File: src/rtl/switch_control_pkg.sv
// switch_control_pkg
//   Shared definitions for the router switch control slice: port count,
//   default flit width, port index encodings and the control FSM states.
package switch_control_pkg;

    localparam int NPORT        = 5;
    localparam int TAM_FLIT_DEF = 16;

    localparam logic [2:0] EAST  = 3'd0;
    localparam logic [2:0] WEST  = 3'd1;
    localparam logic [2:0] NORTH = 3'd2;
    localparam logic [2:0] SOUTH = 3'd3;
    localparam logic [2:0] LOCAL = 3'd4;

    typedef enum logic [1:0] {
        S_IDLE  = 2'd0,
        S_ARB   = 2'd1,
        S_ROUTE = 2'd2,
        S_GRANT = 2'd3
    } state_t;

endpackage

File: src/rtl/switch_control_rr_arbiter.sv
// rr_arbiter
//   Combinational round-robin picker over NPORT requests.
//   Ports:
//     req   - request vector, one bit per input port
//     last  - index granted most recently; search starts at (last+1) mod NPORT
//     sel   - first requesting index found (holds last when nothing requests)
//     valid - at least one request bit is set
module rr_arbiter
    import switch_control_pkg::*;
(
    input  logic [NPORT-1:0] req,
    input  logic [2:0]       last,
    output logic [2:0]       sel,
    output logic             valid
);

    logic [2:0] idx;

    // Walk from the farthest offset down to the nearest so the closest
    // requester after 'last' is the final (winning) assignment.
    always_comb begin
        sel   = last;
        valid = 1'b0;
        idx   = '0;
        for (int i = NPORT; i >= 1; i--) begin
            idx = 3'((int'(last) + i) % NPORT);
            if (req[idx]) begin
                sel   = idx;
                valid = 1'b1;
            end
        end
    end

endmodule

File: src/rtl/switch_control.sv
// switch_control
//   Central allocator of an XY-routed mesh router. Picks one waiting header
//   round-robin, routes it XY against ADDRESS, and if the chosen output is
//   free connects input->output through the mux selects. Outputs are
//   released when the owning input's sender line falls.
//   Ports:
//     clock   - single clock, rising edge
//     reset   - asynchronous, active low
//     h       - per input: an unrouted header waits at the buffer head
//     ack_h   - per input: one-cycle header-accept pulse
//     data    - head flit of each input (input p at [TAM_FLIT*(p+1)-1:TAM_FLIT*p])
//     sender  - per input: still transmitting a granted packet
//     free    - per output: unallocated
//     mux_in  - per output, 3 bits: source input index
//     mux_out - per input, 3 bits: destination output index
module switch_control
    import switch_control_pkg::*;
#(
    parameter logic [7:0] ADDRESS  = 8'h00,
    parameter int         TAM_FLIT = TAM_FLIT_DEF
) (
    input  logic                      clock,
    input  logic                      reset,
    input  logic [NPORT-1:0]          h,
    output logic [NPORT-1:0]          ack_h,
    input  logic [NPORT*TAM_FLIT-1:0] data,
    input  logic [NPORT-1:0]          sender,
    output logic [NPORT-1:0]          free,
    output logic [3*NPORT-1:0]        mux_in,
    output logic [3*NPORT-1:0]        mux_out
);

    logic [NPORT-1:0][TAM_FLIT-1:0] data_a;
    logic                           data_unused;

    state_t                  state_q, state_d;
    logic [2:0]              sel_q, sel_d;
    logic [2:0]              last_q, last_d;
    logic [NPORT-1:0]        free_q, free_d;
    logic [NPORT-1:0]        ack_h_q, ack_h_d;
    logic [NPORT-1:0]        sender_dly_q, sender_dly_d;
    logic [NPORT-1:0][2:0]   mux_in_q, mux_in_d;
    logic [NPORT-1:0][2:0]   mux_out_q, mux_out_d;

    logic [2:0] arb_sel;
    logic       arb_valid;
    logic [7:0] tgt;
    logic [2:0] dest;

    assign data_a      = data;
    // Only the low address byte of each flit matters here.
    assign data_unused = ^data;

    rr_arbiter u_arb (
        .req   (h),
        .last  (last_q),
        .sel   (arb_sel),
        .valid (arb_valid)
    );

    // XY routing: resolve X first, then Y.
    always_comb begin
        tgt = data_a[sel_q][7:0];
        if (tgt[7:4] == ADDRESS[7:4] && tgt[3:0] == ADDRESS[3:0])
            dest = LOCAL;
        else if (ADDRESS[7:4] < tgt[7:4])
            dest = EAST;
        else if (ADDRESS[7:4] > tgt[7:4])
            dest = WEST;
        else if (ADDRESS[3:0] < tgt[3:0])
            dest = NORTH;
        else
            dest = SOUTH;
    end

    always_comb begin
        state_d      = state_q;
        sel_d        = sel_q;
        last_d       = last_q;
        free_d       = free_q;
        ack_h_d      = '0;
        mux_in_d     = mux_in_q;
        mux_out_d    = mux_out_q;
        sender_dly_d = sender;

        // Release on the falling edge of the owner's sender line.
        for (int o = 0; o < NPORT; o++) begin
            if (!free_q[o] && sender_dly_q[mux_in_q[o]] && !sender[mux_in_q[o]])
                free_d[o] = 1'b1;
        end

        case (state_q)
            S_IDLE: begin
                if (|h) state_d = S_ARB;
            end
            S_ARB: begin
                if (arb_valid) begin
                    sel_d   = arb_sel;
                    state_d = S_ROUTE;
                end else begin
                    state_d = S_IDLE;
                end
            end
            S_ROUTE: begin
                // Grant outputs are loaded on entry to GRANT so they are
                // visible as registers throughout the GRANT cycle. free_q is
                // the pre-release value, so a release this edge never
                // collides with a grant of the same output.
                last_d = sel_q;
                if (free_q[dest]) begin
                    state_d          = S_GRANT;
                    ack_h_d[sel_q]   = 1'b1;
                    mux_in_d[dest]   = sel_q;
                    mux_out_d[sel_q] = dest;
                    free_d[dest]     = 1'b0;
                end else begin
                    // Busy output: give up this round; the header stays
                    // pending and others get the next turn.
                    state_d = S_IDLE;
                end
            end
            S_GRANT: begin
                state_d = S_IDLE;
            end
            default: state_d = S_IDLE;
        endcase
    end

    always_ff @(posedge clock or negedge reset) begin
        if (!reset) begin
            state_q      <= S_IDLE;
            sel_q        <= '0;
            last_q       <= LOCAL;
            free_q       <= '1;
            ack_h_q      <= '0;
            mux_in_q     <= '0;
            mux_out_q    <= '0;
            sender_dly_q <= '0;
        end else begin
            state_q      <= state_d;
            sel_q        <= sel_d;
            last_q       <= last_d;
            free_q       <= free_d;
            ack_h_q      <= ack_h_d;
            mux_in_q     <= mux_in_d;
            mux_out_q    <= mux_out_d;
            sender_dly_q <= sender_dly_d;
        end
    end

    assign ack_h   = ack_h_q;
    assign free    = free_q;
    assign mux_in  = mux_in_q;
    assign mux_out = mux_out_q;

endmodule

File: config.mk
export PLATFORM = sky130hd
export DESIGN_NAME = switch_control
export DESIGN_NICKNAME = d
export VERILOG_FILES = /design/src/rtl/switch_control_pkg.sv /design/src/rtl/switch_control_rr_arbiter.sv /design/src/rtl/switch_control.sv
export SDC_FILE = /design/constraint.sdc
export NUM_CORES = 1
export LEC_CHECK = 0
export CAP_MARGIN = 0
export CORE_MARGIN = 4
export CORE_UTILIZATION = 41
export CTS_CLUSTER_DIAMETER = 60
export DETAILED_ROUTE_END_ITERATION = 10
export GPL_TIMING_DRIVEN = 0
export PLACE_DENSITY = 0.74
export SLEW_MARGIN = 5
export SYNTH_ARGS = -nofsm -noshare
export SYNTH_HDL_FRONTEND = slang
export SYNTH_HIERARCHICAL = 1
export SYNTH_SLANG_ARGS = --single-unit
File: constraint.sdc
create_clock -name clock -period 12.35 [get_ports clock]
set_clock_uncertainty 0.15 [all_clocks]
set_input_delay 1.8525 -clock clock [delete_from_list [all_inputs] [get_ports clock]]
set_output_delay 1.8525 -clock clock [all_outputs]
set_load 0.1 [all_outputs]
==> metrics.md, run 1 <==
| Metric | Value |
|---|---|
| Status | `finished clean` |
| Synthesis Warnings | `6` |
| Root buffer cell | `clkbuf_8` |
| Critical path endpoint category | `register` |
| RePlAce Congestion | `0.947` |
| Max-slew headroom | `between 30% and 40%` |
| Core area | `between 8000 and 9000 µm²` |
| Synth async-reset ratio | `100%` |
| Unrepaired setup endpoints after global routing | `false` |
| CP most frequent cell | `ha_1` |
| Area share of the largest cell type after synthesis | `23.7%` |
| Gr usage total | `a little under a fifth` |
| # DRC | `0` |
| CP startpoint kind | `register` |
| Initial antenna violation count | `0` |
| Share of cells above drive strength 1 | `13.7%` |
| Detailed Place HPWL | `8480 µm` |
| Peak per-stage delay on the critical path | `640 ps` |
| Slew Viols, Final | `0` |
| # fillers | `approximately 810` |
| DRT Pass-1 Iters | `5` |
| Critical Path Fanout Max | `15` |
| Main flop type after synthesis | `dfrtp_1` |
| Starting Density | `between 40% and 50%` |
| Slowest CP cell | `dfrtp_1` |
| Synth area leader | `dfrtp_1` |
| Post-CTS Setup Bufs | `0` |
| Syn avg cell area | `just under 9 µm²` |
| Diodes inserted | `0` |
| Max Clk Rate | `159 MHz` |
| Area of the multi-input gates | `between 2000 and 3000 µm²` |
| Vias in the first global route | `around 3600` |
| Min-Delay Path Class | `reg2reg` |
| Worst Tran Pin Value | `between 1000 and 1500 ps` |
| CTS buffer count | `5` |
| Post-synth EDFFs | `0` |
| 1st-iter DRT viols | `277` |
| Die W | `between 100 and 150 µm` |
| Min Hold Slack | `roughly 330 ps` |
| Post-CTS Hold Fix Bufs | `0` |
| Nets | `646` |
| CTS tree | `yes` |
| Flip-flop and latch area | `1060 µm²` |
| Post-synth cell types | `80` |
| Seq cells post-synth | `42` |
| Later-pin clock latency in the skew report | `between 200 and 300 ps` |
| Pin count of the biggest net entering global routing | `26` |
| Final setup viols | `0` |
| Post-route clock period utilization | `roughly half` |
| Syn Inst Count | `around 430` |
| Critical path arrival | `between 6000 and 7000 ps` |
| Maxcap violations | `0` |
| Final antenna-violating net count | `0` |
| Clk buf depth | `2` |
| Drt wl/cell | `16.7 µm` |
| Worst-path cell chain | `buf_2 -> inv_2 -> ha_1 -> clkbuf_1 -> inv_1 -> ha_1 -> nor2_1 -> a21oi_1 -> xnor2_1 -> inv_1 -> ha_1 -> nand2b_1 -> o311ai_1 -> a21oi_1 -> nor2_2 -> nor4b_1 -> or3_1 -> nand2_1 -> or4_1 -> nand3b_1 -> mux2_2` |
| Synth-to-Final Area Change | `29.3%` |
| Sequential share of the synthesized area | `27.8%` |
| Vias per cell | `approximately 5.8` |
| DR vias | `3671` |
| Rows | `34` |
| Largest cells by area after synthesis | `dfrtp_1, ha_1, mux2_2, dfstp_2, nand2_1` |
| IO Pins | `between 100 and 150` |
| Clock Sinks | `42` |
| Cts repair resizes | `0` |
| Minimum clock period | `6290 ps` |
| WL final | `10600 µm` |
| Die area | `10900 µm²` |
| Fin. Hold Viols | `0` |
| Clock transition at path regs | `80 ps` |
| Mapped Area | `3800 µm²` |
| Global-route wire length before repair | `17300 µm` |
| Die Height | `104 µm` |
| CP Class | `reg2reg` |
| GR Overflow Total | `0` |
| H-tree Lvls | `2` |
| Final core occ | `a little under three fifths` |
| CP Data Required Time | `12380 ps` |
| Setup TNS | `0 ps` |
| Port bufs | `80` |
==> routing by layer <==
metal,vias to the layer above,global-route usage [%],routed length (µm)
li1,1763,-,-
met1,1741,23.3,4500
met2,158,34.1,5160
met3,9,3.72,798
met4,0,5.03,123
met5,-,0,0
==> cell families after synthesis <==
kind of cell	count (synthesis)	synth area share (%)
compound gates	114	21.9
fa+ha+maj	29	9.74
other cells	1	0.0987
flops	42	27.8
mux	33	11.3
xor+xnor	8	1.84
simple gates	149	20.8
buf+inv	51	6.48
==> Yosys cell counts (3+ instances only) <==
library cell / count
nand3b_1: 5
nand2b_1: 18
nand3_1: 10
inv_1: 19
or2_2: 4
dfstp_2: 6
mux2_2: 17
nor3_1: 12
a21o_1: 10
o21ai_0: 25
a211oi_1: 4
nor2b_1: 3
nor4_1: 8
or3_1: 3
xnor2_1: 7
nand2_1: 36
ha_1: 28
o211ai_1: 3
o31ai_1: 4
buf_4: 12
and2_1: 4
and3_1: 4
dfrtp_1: 36
o22ai_1: 6
a21oi_1: 18
mux2i_1: 8
mux4_2: 6
clkbuf_1: 12
a2bb2oi_1: 3
nor2_1: 27
==> metrics by stage <==
stage          worst slack, ps  area (µm²)  cells
2_1_floorplan             7220        3840    437
3_3_place_gp              6350        4770    625
3_5_place_dp              6190        4800    626
4_1_cts                   6140        4910    634
5_1_grt                   5580        4910    634
6_report                  6060        4910    634
==> state kept, by name (all words and copies together) (netlist names) <==
register / count
sel_q: 3
ack_h: 5
state_q: 2
mux_in: 9
sender_dly_q: 5
last_q: 3
free: 5
mux_out: 10
==> worst max-delay path: cells and delay by family (launching register included) <==
family / cells / cell delay, ps
AO/OA/AOI/OAI: 3 / 350
XOR/XNOR: 1 / 410
adder cells (fa/ha/maj): 3 / 910
buffers and inverters: 5 / 1330
flip-flops: 1 / 640
multiplexers: 1 / 360
AND/OR/NAND/NOR: 8 / 2030
==> cell usage in the layout (no fill, tap or decap), drive strengths merged, types with 4 or more instances in the layout <==
cell           instances
buf                   19
a21oi                 19
nand3b                 5
clkdlybuf4s50         79
nand2                 36
nand2b                18
dfrtp                 36
nor4                   8
ha                    28
conb                  11
a21o                  10
mux4                   6
o21ai                 27
dfstp                  6
o31ai                  4
inv                   21
nor2                  29
o22ai                  7
nand3                 10
a211oi                 4
mux2i                  8
and3                   4
nor3                  12
and2                   4
mux2                  19
clkbuf                19
xnor2                  7
or2                    4
==> worst paths after layout <==
check	from	end	slack, ps	cells after the start
max	last_q[0]$_DFFE_PN0N_	sel_q[0]$_DFFE_PN0P_	6060	21
min	state_q[1]$_DFFE_PN0P_	state_q[0]$_DFFE_PN0P_	330	1
max reg2reg	last_q[0]$_DFFE_PN0N_	sel_q[0]$_DFFE_PN0P_	6060	21
min reg2reg	state_q[1]$_DFFE_PN0P_	state_q[0]$_DFFE_PN0P_	330	1
max in group asynchronous	reset	free[2]$_DFF_PN1_	10160	2
min in group asynchronous	reset	sender_dly_q[1]$_DFF_PN0_	1340	1
==> area by class of cell <==
type	instances	share of cell area, %
Buffer	29	3.34
Clock buffer	7	1.76
Clock inverter	1	0.611
Inverter	22	1.68
Multi-Input combinational cell	344	51.6
Sequential cell	42	21.5
Tap cell	108	2.75
Timing Repair Buffer	81	16.8
Power of run 1 is left out: the tool's default activity adds up to more than one toggle a clock period on the data nets, which glitch-free logic cannot reach.
==> run 2, diff against run 1 <==
Settings changed: PLACE_DENSITY 0.74 to 0.77.
Clock period 12.35 ns to 5.13 ns, I/O delays scaled along.
==> metrics.md, run 2 (synthesis results as in run 1) <==
| Metric | Value |
|---|---|
| Slowest CP cell | `dfstp_2` |
| Min-Delay Path Class | `in2async` |
| Minimum clock period | `4860 ps (-1430 ps)` |
| 1st-iter DRT viols | `234 (-16%)` |
| Reg-to-reg slack, setup | `270 ps (-5790 ps)` |
| Rows | `34 (unchanged)` |
| Max-slew headroom | `31.3% (-0.62 points)` |
| Post-route clock period utilization | `94.8% (+44 points)` |
| DR top layer | `met4` |
| CTS tree | `yes` |
| Nets | `657 (+1.7%)` |
| Global-route wire length before repair | `18600 µm (+7.5%)` |
| Critical Path Fanout Max | `10 (-5)` |
| Slew Viols, Final | `0 (unchanged)` |
| CP Class | `reg2reg` |
| Starting Density | `42.8% (unchanged)` |
| Clock transition at path regs | `80 ps (about the same)` |
| Fin. Hold Viols | `0 (unchanged)` |
| Die W | `104 µm (unchanged)` |
| Commonest non-fill, non-tap cell in the layout | `clkdlybuf4s50_1` |
| # DRC | `0 (unchanged)` |
| IO Pins | `132 (unchanged)` |
| Maxcap violations | `0 (unchanged)` |
| DR vias | `3730 (+1.6%)` |
| DRT Pass-1 Iters | `5 (unchanged)` |
| CTS buffer count | `5 (unchanged)` |
| Delay-heaviest family, CP | `simple AND/OR/NAND/NOR gates` |
| Final setup viols | `0 (unchanged)` |
| Core area | `8890 µm² (unchanged)` |
| Port bufs | `80 (unchanged)` |
| Drt wl/cell | `17.2 µm (+3.1%)` |
| Die area | `10900 µm² (unchanged)` |
| Later-pin clock latency in the skew report | `300 ps (about the same)` |
| Routed wl met3 | `892 µm (+12%)` |
| Root buffer cell | `clkbuf_8` |
| Die Height | `104 µm (unchanged)` |
| Largest register FFs | `10 (unchanged)` |
| CP most frequent cell | `ha_1` |
| Max Clk Rate | `206 MHz (+29%)` |
| WL final | `11100 µm (+4.9%)` |
| Post-route design area | `5080 µm² (+3.5%)` |
| Initial antenna violation count | `0 (unchanged)` |
| Clk buf depth | `2 (unchanged)` |
| Peak per-stage delay on the critical path | `620 ps (-20 ps)` |
| Commonest cells after routing, fill and taps aside | `clkdlybuf4s50_1, nand2_1, dfrtp_1` |
| RePlAce Congestion | `0.921 (-2.7%)` |
| Critical path endpoint category | `register` |
| Met1 Wirelength | `4500 µm (about the same)` |
| Post-CTS Hold Fix Bufs | `0 (unchanged)` |
| Gr usage total | `20.6% (+1.5 points)` |
| Worst-path cell chain | `clkbuf_4 -> inv_1 -> ha_2 -> ha_1 -> or2_2 -> ha_1 -> or4b_2 -> o311a_1 -> a21o_1 -> mux2i_1 -> and3_1 -> or4_1 -> nand3b_1 -> mux2_2` |
| WP buf/inv | `2 (-3)` |
| Status | `finished clean` |
| Diodes inserted | `0 (unchanged)` |
| H-tree Lvls | `2 (unchanged)` |
| Worst Tran Pin Value | `1030 ps (+9.33 ps)` |
| Met2 WL post-DR | `5520 µm (+6.9%)` |
| Vias per cell | `5.78 (-0.13%)` |
| CP startpoint kind | `register` |
| Final antenna-violating net count | `0 (unchanged)` |
| GR Overflow Total | `0 (unchanged)` |
| CP Data Required Time | `5160 ps (-7220 ps)` |
| Vias in the first global route | `3658 (+3.0%)` |
| Critical path arrival | `4900 ps (-1430 ps)` |
| Share of cells above drive strength 1 | `19.4% (+5.7 points)` |
| Clock Sinks | `42 (unchanged)` |
| Post-DP Area | `4790 µm² (-0.16%)` |
| Pin count of the biggest net entering global routing | `38 (+46%)` |
| Detailed Place HPWL | `8500 µm (+0.23%)` |
| Synth-to-Final Area Change | `33.7%` |
## run 2: changes by cell type in the layout (fill, tap and decap cells not counted), sizes merged
cell    before  now
buf         19   31
bufinv       1    0
clkbuf      19   18
clkinv       1    2
## run 2: metrics by stage
| stage | worst slack (ps) | utilization [%] | hold WS [ps] | TNS [ps] | std cells |
|---|---|---|---|---|---|
| 2_1_floorplan | 3.16 | - | 286 | 0 | 437 |
| 3_3_place_gp | -881 | 53.7 | 320 | -3250 | 625 |
| 3_5_place_dp | -988 | 53.9 | 311 | -3640 | 626 |
| 4_1_cts | 0.234 | 55.5 | 140 | 0 | 636 |
| 5_1_grt | -25.8 | 57.2 | 148 | -58.3 | 645 |
| 6_report | 267 | 57.2 | 140 | 0 | 645 |
## run 2: layer usage
| layer | vias up | global-route usage [%] |
|---|---|---|
| met5 | - | 0 |
| met4 | 0 | 6.27 |
| met3 | 14 | 3.91 |
| met2 | 164 | 35.5 |
| met1 | 1780 | 25.9 |
| li1 | 1772 | - |
## run 2: repair_timing
item,4_1_cts,5_1_grt
setup endpoints to repair,4,4
setup buffers,2,9
gates resized for setup,13,21
pin swaps,1,6
## run 2: worst paths after layout
kind	start	end	cells after the start
max	last_q[2]$_DFFE_PN1N_	sel_q[2]$_DFFE_PN0P_	14
max reg2reg	last_q[2]$_DFFE_PN1N_	sel_q[2]$_DFFE_PN0P_	14
max in group asynchronous	reset	free[0]$_DFF_PN1_	2
min	reset	sender_dly_q[1]$_DFF_PN0_	1
min in group clock	state_q[1]$_DFFE_PN0P_	state_q[0]$_DFFE_PN0P_	1
min reg2reg	state_q[1]$_DFFE_PN0P_	state_q[0]$_DFFE_PN0P_	1
## run 2: area by class of cell
class	count	area (µm²)
inverters	22	92.6
clock buffers	7	86.3
well taps	108	135
multi-input cells	344	2630
flip-flops and latches	42	1060
clock inverters	1	5.00
repair buffers	92	898
plain buffers	29	178
fillers	777	3810
Power of run 2 is left out for the same reason.
==> run 3, diff against run 2 <==
Settings changed: PLACE_DENSITY 0.77 to 0.74.
Clock period 5.13 ns to 4.9 ns, I/O delays scaled along.
==> metrics.md, run 3 (synthesis results as in run 1) <==
| Metric | Value |
|---|---|
| Final antenna-violating net count | `0 (unchanged)` |
| WL final | `11000 µm (-1.3%)` |
| CP Data Required Time | `4930 ps (-230 ps)` |
| Post-route design area | `5220 µm² (+2.7%)` |
| Peak per-stage delay on the critical path | `500 ps (-120 ps)` |
| Fin. Hold Viols | `0 (unchanged)` |
| Clock Sinks | `42 (unchanged)` |
| Global-route wire length before repair | `17900 µm (-4.0%)` |
| Critical path arrival | `4780 ps (-120 ps)` |
| Initial antenna violation count | `0 (unchanged)` |
| Die area | `10900 µm² (unchanged)` |
| Diodes inserted | `0 (unchanged)` |
| Post-DP Area | `4810 µm² (+0.34%)` |
| Status | `finished clean` |
| Commonest non-fill, non-tap cell in the layout | `clkdlybuf4s50_1` |
| Clk buf depth | `2 (unchanged)` |
| WP buf/inv | `2 (unchanged)` |
| Synth-to-Final Area Change | `37.4%` |
| DRT Pass-1 Iters | `5 (unchanged)` |
| Port bufs | `80 (unchanged)` |
| CP most frequent cell | `ha_1` |
| Later-pin clock latency in the skew report | `300 ps (about the same)` |
| Worst Tran Pin Value | `1010 ps (-17.9 ps)` |
| Placed insts | `626 (unchanged)` |
| Drt wl/cell | `16.9 µm (-2.0%)` |
| Starting Density | `42.8% (unchanged)` |
| Die Height | `104 µm (unchanged)` |
| Detailed Place HPWL | `8350 µm (-1.8%)` |
| Minimum clock period | `4740 ps (-119 ps)` |
| Maxcap violations | `0 (unchanged)` |
| H-tree Lvls | `2 (unchanged)` |
| CP startpoint kind | `register` |
| Worst-path cell chain | `buf_6 -> ha_4 -> xor2_2 -> inv_2 -> ha_1 -> nor2_4 -> a21boi_0 -> xnor2_1 -> ha_1 -> nor2b_4 -> a221oi_4 -> o221a_1 -> nor2_1 -> a32o_1 -> o22ai_2 -> nand2_1 -> or4_1 -> nand3b_1 -> mux2_2` |
| CTS buffer count | `5 (unchanged)` |
| Root buffer cell | `clkbuf_8` |
| Max-slew headroom | `32.5% (+1.2 points)` |
| Final setup viols | `0 (unchanged)` |
| Min-Delay Path Class | `in2async` |
| Max Clk Rate | `211 MHz (+2.5%)` |
| 1st-iter DRT viols | `215 (-8.1%)` |
| Vias in the first global route | `3615 (-1.2%)` |
| Nets | `662 (+0.76%)` |
| Gr usage total | `19.7% (-0.88 points)` |
| RePlAce Congestion | `0.912 (-0.97%)` |
| Final core occ | `58.7% (+1.6 points)` |
| Post-CTS Hold Fix Bufs | `0 (unchanged)` |
| Clock transition at path regs | `80 ps (about the same)` |
| Critical path endpoint category | `register` |
| CTS tree | `yes` |
| Delay-heaviest family, CP | `simple AND/OR/NAND/NOR gates` |
| Vias per cell | `5.72 (-1.1%)` |
| Core area | `8890 µm² (unchanged)` |
| Post-route clock period utilization | `96.8% (+2.0 points)` |
| CP Class | `reg2reg` |
| Share of cells above drive strength 1 | `21.8% (+2.4 points)` |
| Slew Viols, Final | `0 (unchanged)` |
| # DRC | `0 (unchanged)` |
| Rows | `34 (unchanged)` |
| Slowest CP cell | `or4_1` |
| GR Overflow Total | `0 (unchanged)` |
| IO Pins | `132 (unchanged)` |
| DR vias | `3717 (-0.35%)` |
| Largest register FFs | `10 (unchanged)` |
| Min Hold Slack | `105 ps (-35.6 ps)` |
| Final cell count without fillers | `650 (+0.78%)` |
| Commonest cells after routing, fill and taps aside | `clkdlybuf4s50_1, nand2_1, dfrtp_1` |
| Die W | `104 µm (unchanged)` |
| Pin count of the biggest net entering global routing | `38 (unchanged)` |
| Critical Path Fanout Max | `12 (+2)` |
==> run 3: cell types whose count changed in the layout (fill, tap and decap cells not counted), moves of 2 or more <==
cell / change
ha_4: +3
buf_4: +4
a21oi_2: +2
ha_2: -2
a21oi_1: -2
clkbuf_1: -2
==> run 3: final timing paths <==
check                                             from                        end  slack [ps]  cells after the start
worst max-delay path             last_q[0]$_DFFE_PN0N_       sel_q[2]$_DFFE_PN0P_         160                     19
worst min-delay path                             reset  sender_dly_q[0]$_DFF_PN0_         100                      1
max in group asynchronous                        reset          free[0]$_DFF_PN1_        4000                      2
worst max register to register   last_q[0]$_DFFE_PN0N_       sel_q[2]$_DFFE_PN0P_         160                     19
worst min register to register  state_q[1]$_DFFE_PN0P_     state_q[0]$_DFFE_PN0P_         340                      1
min in group clock              state_q[1]$_DFFE_PN0P_     state_q[0]$_DFFE_PN0P_         340                      1
==> run 3: per-stage QoR <==
stage | setup TNS (ps) | worst slack [ps]
floorplan | 0 | 4.18
CTS | 0 | 27.0
global placement | -2830 | -777
detailed placement | -3500 | -946
finish | 0 | 156
global route | -130 | -52.5
==> run 3: per-layer routing <==
layer / track usage, % / part of all wire [%]
met5: 0 / 0
met4: 5.13 / 1.9
met3: 4.84 / 9.0
met2: 35.5 / 49
met1: 23.2 / 40
==> run 3: what timing repair did <==
action / in CTS / in global routing
resized for setup: 18 / 29
setup endpoints to repair: 4 / 4
pin swaps: 6 / 8
buffers inserted: 8 / 9
==> run 3: final cells by class <==
class	count	area (µm²)
Timing Repair Buffer	98	947
Clock buffer	6	82.6
Buffer	28	189
Multi-Input combinational cell	344	2700
Clock inverter	2	12.5
Sequential cell	42	1060
Inverter	22	95.1
Tap cell	108	135
Fill cell	798	3670
Power of run 3 is left out for the same reason.
